## src/rtl/decoder_n_seq.sv

```systemverilog
// decoder_n_seq: N-to-2^N one-hot decoder with a registered output stage and
// valid/ready handshakes on both sides. An optional SCAN mode walks the
// one-hot output from a start address up to LIMIT-1, one beat per output
// handshake.
//
// Optional feature macro: DECODER_N_SEQ_SCAN_EN
//   defined   : mode=1 requests start a SCAN
//   undefined : mode is ignored, every request is a DECODE, busy is tied 0
//
// Ports:
//   clk        rising-edge clock
//   rst        synchronous reset, active-high
//   in_valid   request valid
//   in_ready   request accepted when in_valid & in_ready (combinational)
//   A          address (DECODE) or start address (SCAN)
//   mode       0 = DECODE, 1 = SCAN; sampled only on input handshake
//   out_valid  D/err valid
//   out_ready  downstream accepts when out_valid & out_ready
//   D          registered one-hot output; zero when idle or on error
//   err        current beat's address is out of range
//   busy       high while scanning
module decoder_n_seq #(
  parameter int unsigned N     = 5,
  parameter int unsigned LIMIT = 2**N
) (
  input  logic            clk,
  input  logic            rst,
  input  logic            in_valid,
  output logic            in_ready,
  input  logic [N-1:0]    A,
  input  logic            mode,
  output logic            out_valid,
  input  logic            out_ready,
  output logic [2**N-1:0] D,
  output logic            err,
  output logic            busy
);

  localparam int unsigned OW = 2**N;

  function automatic logic [OW-1:0] onehot(input logic [N-1:0] a);
    logic [OW-1:0] v;
    v    = '0;
    v[a] = 1'b1;
    return v;
  endfunction

  logic [OW-1:0] r_d;
  logic          r_err;
  logic          r_valid;
  logic          w_accept;
  logic          w_drain;
  logic          w_in_range;

  assign w_drain    = r_valid & out_ready;
  assign w_accept   = in_valid & in_ready;
  assign w_in_range = (32'(A) < LIMIT);

`ifdef DECODER_N_SEQ_SCAN_EN
  typedef enum logic {S_IDLE, S_SCAN} state_t;

  // Counter stops at LIMIT-1, so N bits never overflow even when LIMIT = 2^N.
  localparam logic [N-1:0] LAST = N'(LIMIT - 1);

  state_t       r_state;
  logic [N-1:0] r_cnt;

  assign in_ready = (r_state == S_IDLE) & (!r_valid | out_ready);
  assign busy     = (r_state == S_SCAN);

  always_ff @(posedge clk) begin
    if (rst) begin
      r_state <= S_IDLE;
      r_cnt   <= '0;
      r_d     <= '0;
      r_err   <= 1'b0;
      r_valid <= 1'b0;
    end else if (w_accept) begin
      // Accept may coincide with the drain of the previous beat.
      r_valid <= 1'b1;
      if (!w_in_range) begin
        r_d   <= '0;
        r_err <= 1'b1;
      end else begin
        r_d   <= onehot(A);
        r_err <= 1'b0;
        if (mode) begin
          r_state <= S_SCAN;
          r_cnt   <= A;
        end
      end
    end else if (w_drain) begin
      if (r_state == S_SCAN && r_cnt != LAST) begin
        r_cnt <= r_cnt + 1'b1;
        r_d   <= onehot(r_cnt + 1'b1);
      end else begin
        r_state <= S_IDLE;
        r_valid <= 1'b0;
        r_d     <= '0;
        r_err   <= 1'b0;
      end
    end
  end
`else
  logic w_unused_mode;
  assign w_unused_mode = mode;

  assign in_ready = !r_valid | out_ready;
  assign busy     = 1'b0;

  always_ff @(posedge clk) begin
    if (rst) begin
      r_d     <= '0;
      r_err   <= 1'b0;
      r_valid <= 1'b0;
    end else if (w_accept) begin
      r_valid <= 1'b1;
      r_d     <= w_in_range ? onehot(A) : '0;
      r_err   <= !w_in_range;
    end else if (w_drain) begin
      r_valid <= 1'b0;
      r_d     <= '0;
      r_err   <= 1'b0;
    end
  end
`endif

  assign D         = r_d;
  assign err       = r_err;
  assign out_valid = r_valid;

endmodule

```

## config.mk

```make
export PLATFORM = sky130hd
export DESIGN_NAME = decoder_n_seq
export DESIGN_NICKNAME = d
export VERILOG_FILES = /design/src/rtl/decoder_n_seq.sv
export SDC_FILE = /design/constraint.sdc
export NUM_CORES = 1
export LEC_CHECK = 0
export ABC_CLOCK_PERIOD_IN_PS = 2700
export CORE_MARGIN = 5
export CORE_UTILIZATION = 40
export DETAILED_ROUTE_END_ITERATION = 8
export GPL_ROUTABILITY_DRIVEN = 0
export PLACE_DENSITY = 0.74
export SYNTH_ARGS = -nofsm -noshare
export SYNTH_HDL_FRONTEND = slang
export SYNTH_SLANG_ARGS = --single-unit
```

## constraint.sdc

```tcl
create_clock -name clk -period 2.7 [get_ports clk]
set_clock_uncertainty 0.05 [all_clocks]
set_input_delay 0.27 -clock clk [delete_from_list [all_inputs] [get_ports clk]]
set_output_delay 0.27 -clock clk [all_outputs]
set_load 0.1 [all_outputs]
```

# After elaboration in Yosys (flattened, before gate mapping)
# Cells that the tools add are included.
# classes
magnitude_cmp,2
n_bitwise,3
reduce_logical,3
n_mux,6
# ops
operator,count
32-bit two-way mux,2
5-bit by 6-bit < comparator with 1-bit output (second input constant),1
1-bit demux with 5-bit select,1
5-bit by 1-bit >= comparator with 1-bit output (second input constant),1
1-bit two-way mux,3
1-bit AND,2
2-bit nonzero test,1
1-bit logical AND,1
1-bit zero test,1
1-bit bitwise OR,1
# word_totals
word_cells,16
ff_bits,33
inputBits,10

# Depth between registers and ports, before layout
# logic_depth
depth_word,5
depth_mapped,5

# Least setup slack after synthesis
# No wires, ideal clock.
# synth_path
path_kind,register -> register
start,"reg r_valid, in the netlist out_valid"
end,"reg r_d[9], in the netlist D[9]"
path_buffers,0
path_slack_ns,0.497
period_less_slack_ns,2.203
path_stages_with_launch,5
t_required_ns,2.532
arrival_ns,2.036
path_cell_list,dfxtp_1 > nor2b_4 > inv_2 > and4b_1 > a22o_1
# synth_between
elab_chain_len,4
word_cells_on_any_way,6
# synth_rtl
element,line,text
"start, declared",50,logic r_valid;
"start signal, assigned",115,r_valid <= 1'b0;
"start signal, assigned",117,r_valid <= 1'b1;
"start signal, assigned",121,r_valid <= 1'b0;
1-bit zero test (*),108,assign in_ready = !r_valid | out_ready;
1-bit bitwise OR (*),108,
via in_ready,29,"output logic in_ready,"
1-bit AND (*),56,assign w_accept = in_valid & in_ready;
32-bit two-way mux / 2-bit nonzero test (equally long branches),--,
"end signal, assigned",118,r_d <= w_in_range ? onehot(A) : '0;
"end, declared",48,logic [OW-1:0] r_d;
# The timed path passes the listed nets; every way through them passes the cells marked *.
# A chain may end at the register's enable or synchronous reset.

# Worst setup path in the final report
# layout_path
start,in in_valid
end,"reg r_d[10], in the netlist D[10]"
# layout_between
elab_chain_len,2
word_cells_on_any_way,3
# layout_rtl
element,line,text
"start, declared",28,"input logic in_valid,"
1-bit AND (*),56,
32-bit two-way mux / 2-bit nonzero test (equally long branches),--,
# Every way passes the cells marked *; elsewhere a longest branch is shown, timed or not.

==> impl_metrics.py <==
metrics = {
    "final_layout": {
        "fin_nets": 154,
        "final_cells": 176,
        "ff_latch_area_um2": 661,
        "drive_gt1_share_pct": 31.7,
        "final_util_pct": 57.3,
        "syn2layout_area_growth_pct": 34.6,
        "multiInputGateArea_um2": 477,
        "fill_cells": 267,
        "insertedDiodeCount": 0,
    },
    "critical_path": {
        "crit_family": "buffers and inverters",
        "crit_required_ns": 2.91,
        "crit_fanout": 17,
        "endpoint_kind": "flip-flop",
        "critical_path.cell_chain": "clkdlybuf4s50_1, or2_1, a21oi_4, buf_4, o2bb2ai_1",
        "start_kind": "input pin",
        "cp_num_buf_inv": 2,
        "worstPathArrival_ns": 1.88,
        "crit_path_max_incr_delay_ns": 0.49,
        "critPathSlowestCell": "clkdlybuf4s50_1",
        "crit_type": "in2reg",
    },
    "placed_design": {
        "dp_hpwl_mm": 2.10,
        "place_inst": 168,
        "port_buffers": 42,
    },
    "timing": {
        "period_needed_ns": 1.66,
        "rsz0062_at_grt": "false",
        "relSlewSlack_pct": 55.9,
        "period_share_pct": 61.6,
        "finalHoldViolCount": 0,
        "final.setup.tns_ns": 0,
        "max_freq_ghz": 0.601,
        "worstMarginPinSlew_ns": 0.661,
        "setup_viol": 0,
        "drv_slew": 0,
    },
    "global_routing": {
        "antenna_found_initial": 0,
        "grt_usage_pct": 14.8,
        "grt_overflow_total": 0,
        "grt_pass1_wl_mm": 4.72,
        "grt_max_degree": 18,
        "grt_pass1_vias": 971,
    },
    "drt": {
        "via_count": 948,
        "drtAntennaViolNets": 0,
        "routedWlPerCell_um": 15.9,
        "via_per_inst": 5.39,
        "drc": 0,
        "wirelength_mm": 2.79,
        "first_iter_violations": 44,
        "dr.pass1.iters": 4,
    },
    "floorplan": {
        "core_mm2": 0.00281,
        "ios": 46,
        "dieWidth_um": 64.7,
        "row_count": 19,
        "fp.dieH_um": 64.7,
        "start_util_pct": 42.6,
        "die-area_mm2": 0.00418,
    },
    "synthesis": {
        "netlist_area_mm2": 0.00119,
        "synth_warnings": 0,
        "ys_seq_area_share_pct": 55.3,
        "synth_compound_area_share_pct": 24.8,
        "syn_avg_cell_area_um2": 11.9,
        "synthXorXnorAreaFrac_pct": 0,
        "synthMuxAreaShare_pct": 0,
        "yosys_register_bits": 33,
        "yosysUniqueCellTypes": 27,
        "synth_fa_ha_area_share_pct": 0,
        "synth_cells": 100,
        "synth_top_family_by_area": "compound AO/OA/AOI/OAI gates",
        "synth_simple_gate_area_share_pct": 14.5,
    },
    "clock_tree": {
        "clkSinkCount": 33,
        "insertion_delay_ns": 0.33,
        "cts-resized-gates": 0,
        "cts.hold.buffers_added": 0,
        "cts-root-buf": "clkbuf_4",
        "clkSlewWorstSetupHoldPaths_ns": 0.09,
        "cts_buffers": 5,
        "cts_max_path_buffers": 2,
        "htreeDepth": 2,
        "cts_setup_buffers": 0,
        "cts_tree": "done",
    },
    "run_status": {
        "outcome": "finished clean",
    },
    "power_and_ir_drop": {
        "leakage_nw": 0.672,
        "power.density_mw_per_mm2": 618,
        "irDropWorstVdd_mv": 0.342,
    },
    "job": {
        "maxCapViolCount": 0,
    },
    "hold_path": {
        "min_path_type": "reg2reg",
    },
}
[cell families after synthesis]
family                 Yosys count
AOI/OAI and AO/OA               33
and+or+nand+nor                 25
DFF                             33
buffers and inverters            8
other                            1
[flip-flops by register name (all words and copies together), names as in the netlist]
| name | count |
|---|---|
| D | 32 |
| out_valid | 1 |
[power breakdown]
group	total (mW)	internal [mW]	switching (mW)
Combinational	0.117	0.0301	0.0870
Clock	0.383	0.221	0.162
Sequential	0.494	0.491	0.00278
Total	0.994	0.742	0.251
[Yosys cell counts]
library cell | n | area (um2)
nor3b_2 | 1 | 12.5
nor3b_1 | 4 | 30.0
clkbuf_2 | 1 | 5.00
or3_1 | 1 | 6.26
and4b_1 | 1 | 10.0
buf_1 | 1 | 3.75
nand4_1 | 1 | 6.26
o2bb2ai_1 | 16 | 140
and3b_1 | 2 | 17.5
a22o_1 | 16 | 140
nor2b_1 | 1 | 6.26
buf_4 | 2 | 15.0
and2_1 | 1 | 6.26
a21oi_4 | 1 | 16.3
buf_6 | 3 | 33.8
nand3_1 | 3 | 15.0
nand2_1 | 1 | 3.75
or2_1 | 1 | 6.26
inv_2 | 1 | 3.75
conb_1 | 1 | 3.75
nor2_1 | 3 | 11.3
nor3_1 | 1 | 5.00
dfxtp_1 | 33 | 661
and3_1 | 1 | 6.26
nand3b_1 | 1 | 7.51
nor2b_4 | 1 | 13.8
or3b_1 | 1 | 8.76
[per-stage QoR]
step / instance area, um2 / total power, mW / worst slack, ns / hold slack [ns]
6_report: 1610 / 0.994 / 1.04 / 0.422
5_1_grt: 1610 / 1.03 / 0.907 / 0.446
4_1_cts: 1610 / 1.00 / 1.03 / 0.424
3_5_place_dp: 1520 / 0.623 / 0.685 / 0.398
3_3_place_gp: 1520 / 0.621 / 0.750 / 0.398
2_1_floorplan: 1200 / 0.597 / 0.497 / 0.341
[cells in the final DEF (no fill, tap or decap), types with 2 or more instances in the layout]
cell              n
nor2_1            3
conb_1            2
clkbuf_4          5
nand3_1           3
nor3b_1           4
buf_4            35
o2bb2ai_1        16
clkdlybuf4s50_1   8
dfxtp_1          33
and3b_1           2
a22o_1           16
[area by class of cell]
class / instances / area share (%)
timing repair buffer: 43 / 21.3
clock inverter: 1 / 1.87
sequential: 33 / 41.1
tap: 31 / 2.41
multi-input combinational: 60 / 29.6
clock buffer: 7 / 3.42
inverter: 1 / 0.233
[worst register-to-register path, stage by stage (launching register included)]
cell and delay, ns:
dfxtp_1 0.37, nor2b_4 0.22, inv_2 0.10, a21oi_4 0.39, buf_4 0.30, o2bb2ai_1 0.14
[worst paths after layout]
kind	start	endpoint	slack, ns	cells after the start
max	in_valid	D[10]	1.04	5
min	D[23]	D[23]	0.42	1
max reg2reg	out_valid	D[10]	1.07	5
min reg2reg	D[23]	D[23]	0.42	1
[metal layers]
metal  vias to the layer above  track usage (%)  wire [um]
met5                         -                0          0
met4                         0             7.12         61
met3                         8             6.22        266
met2                        41             22.9       1220
met1                       431             17.8       1250
li1                        468                -          -
(Power assumes the default switching activity.)
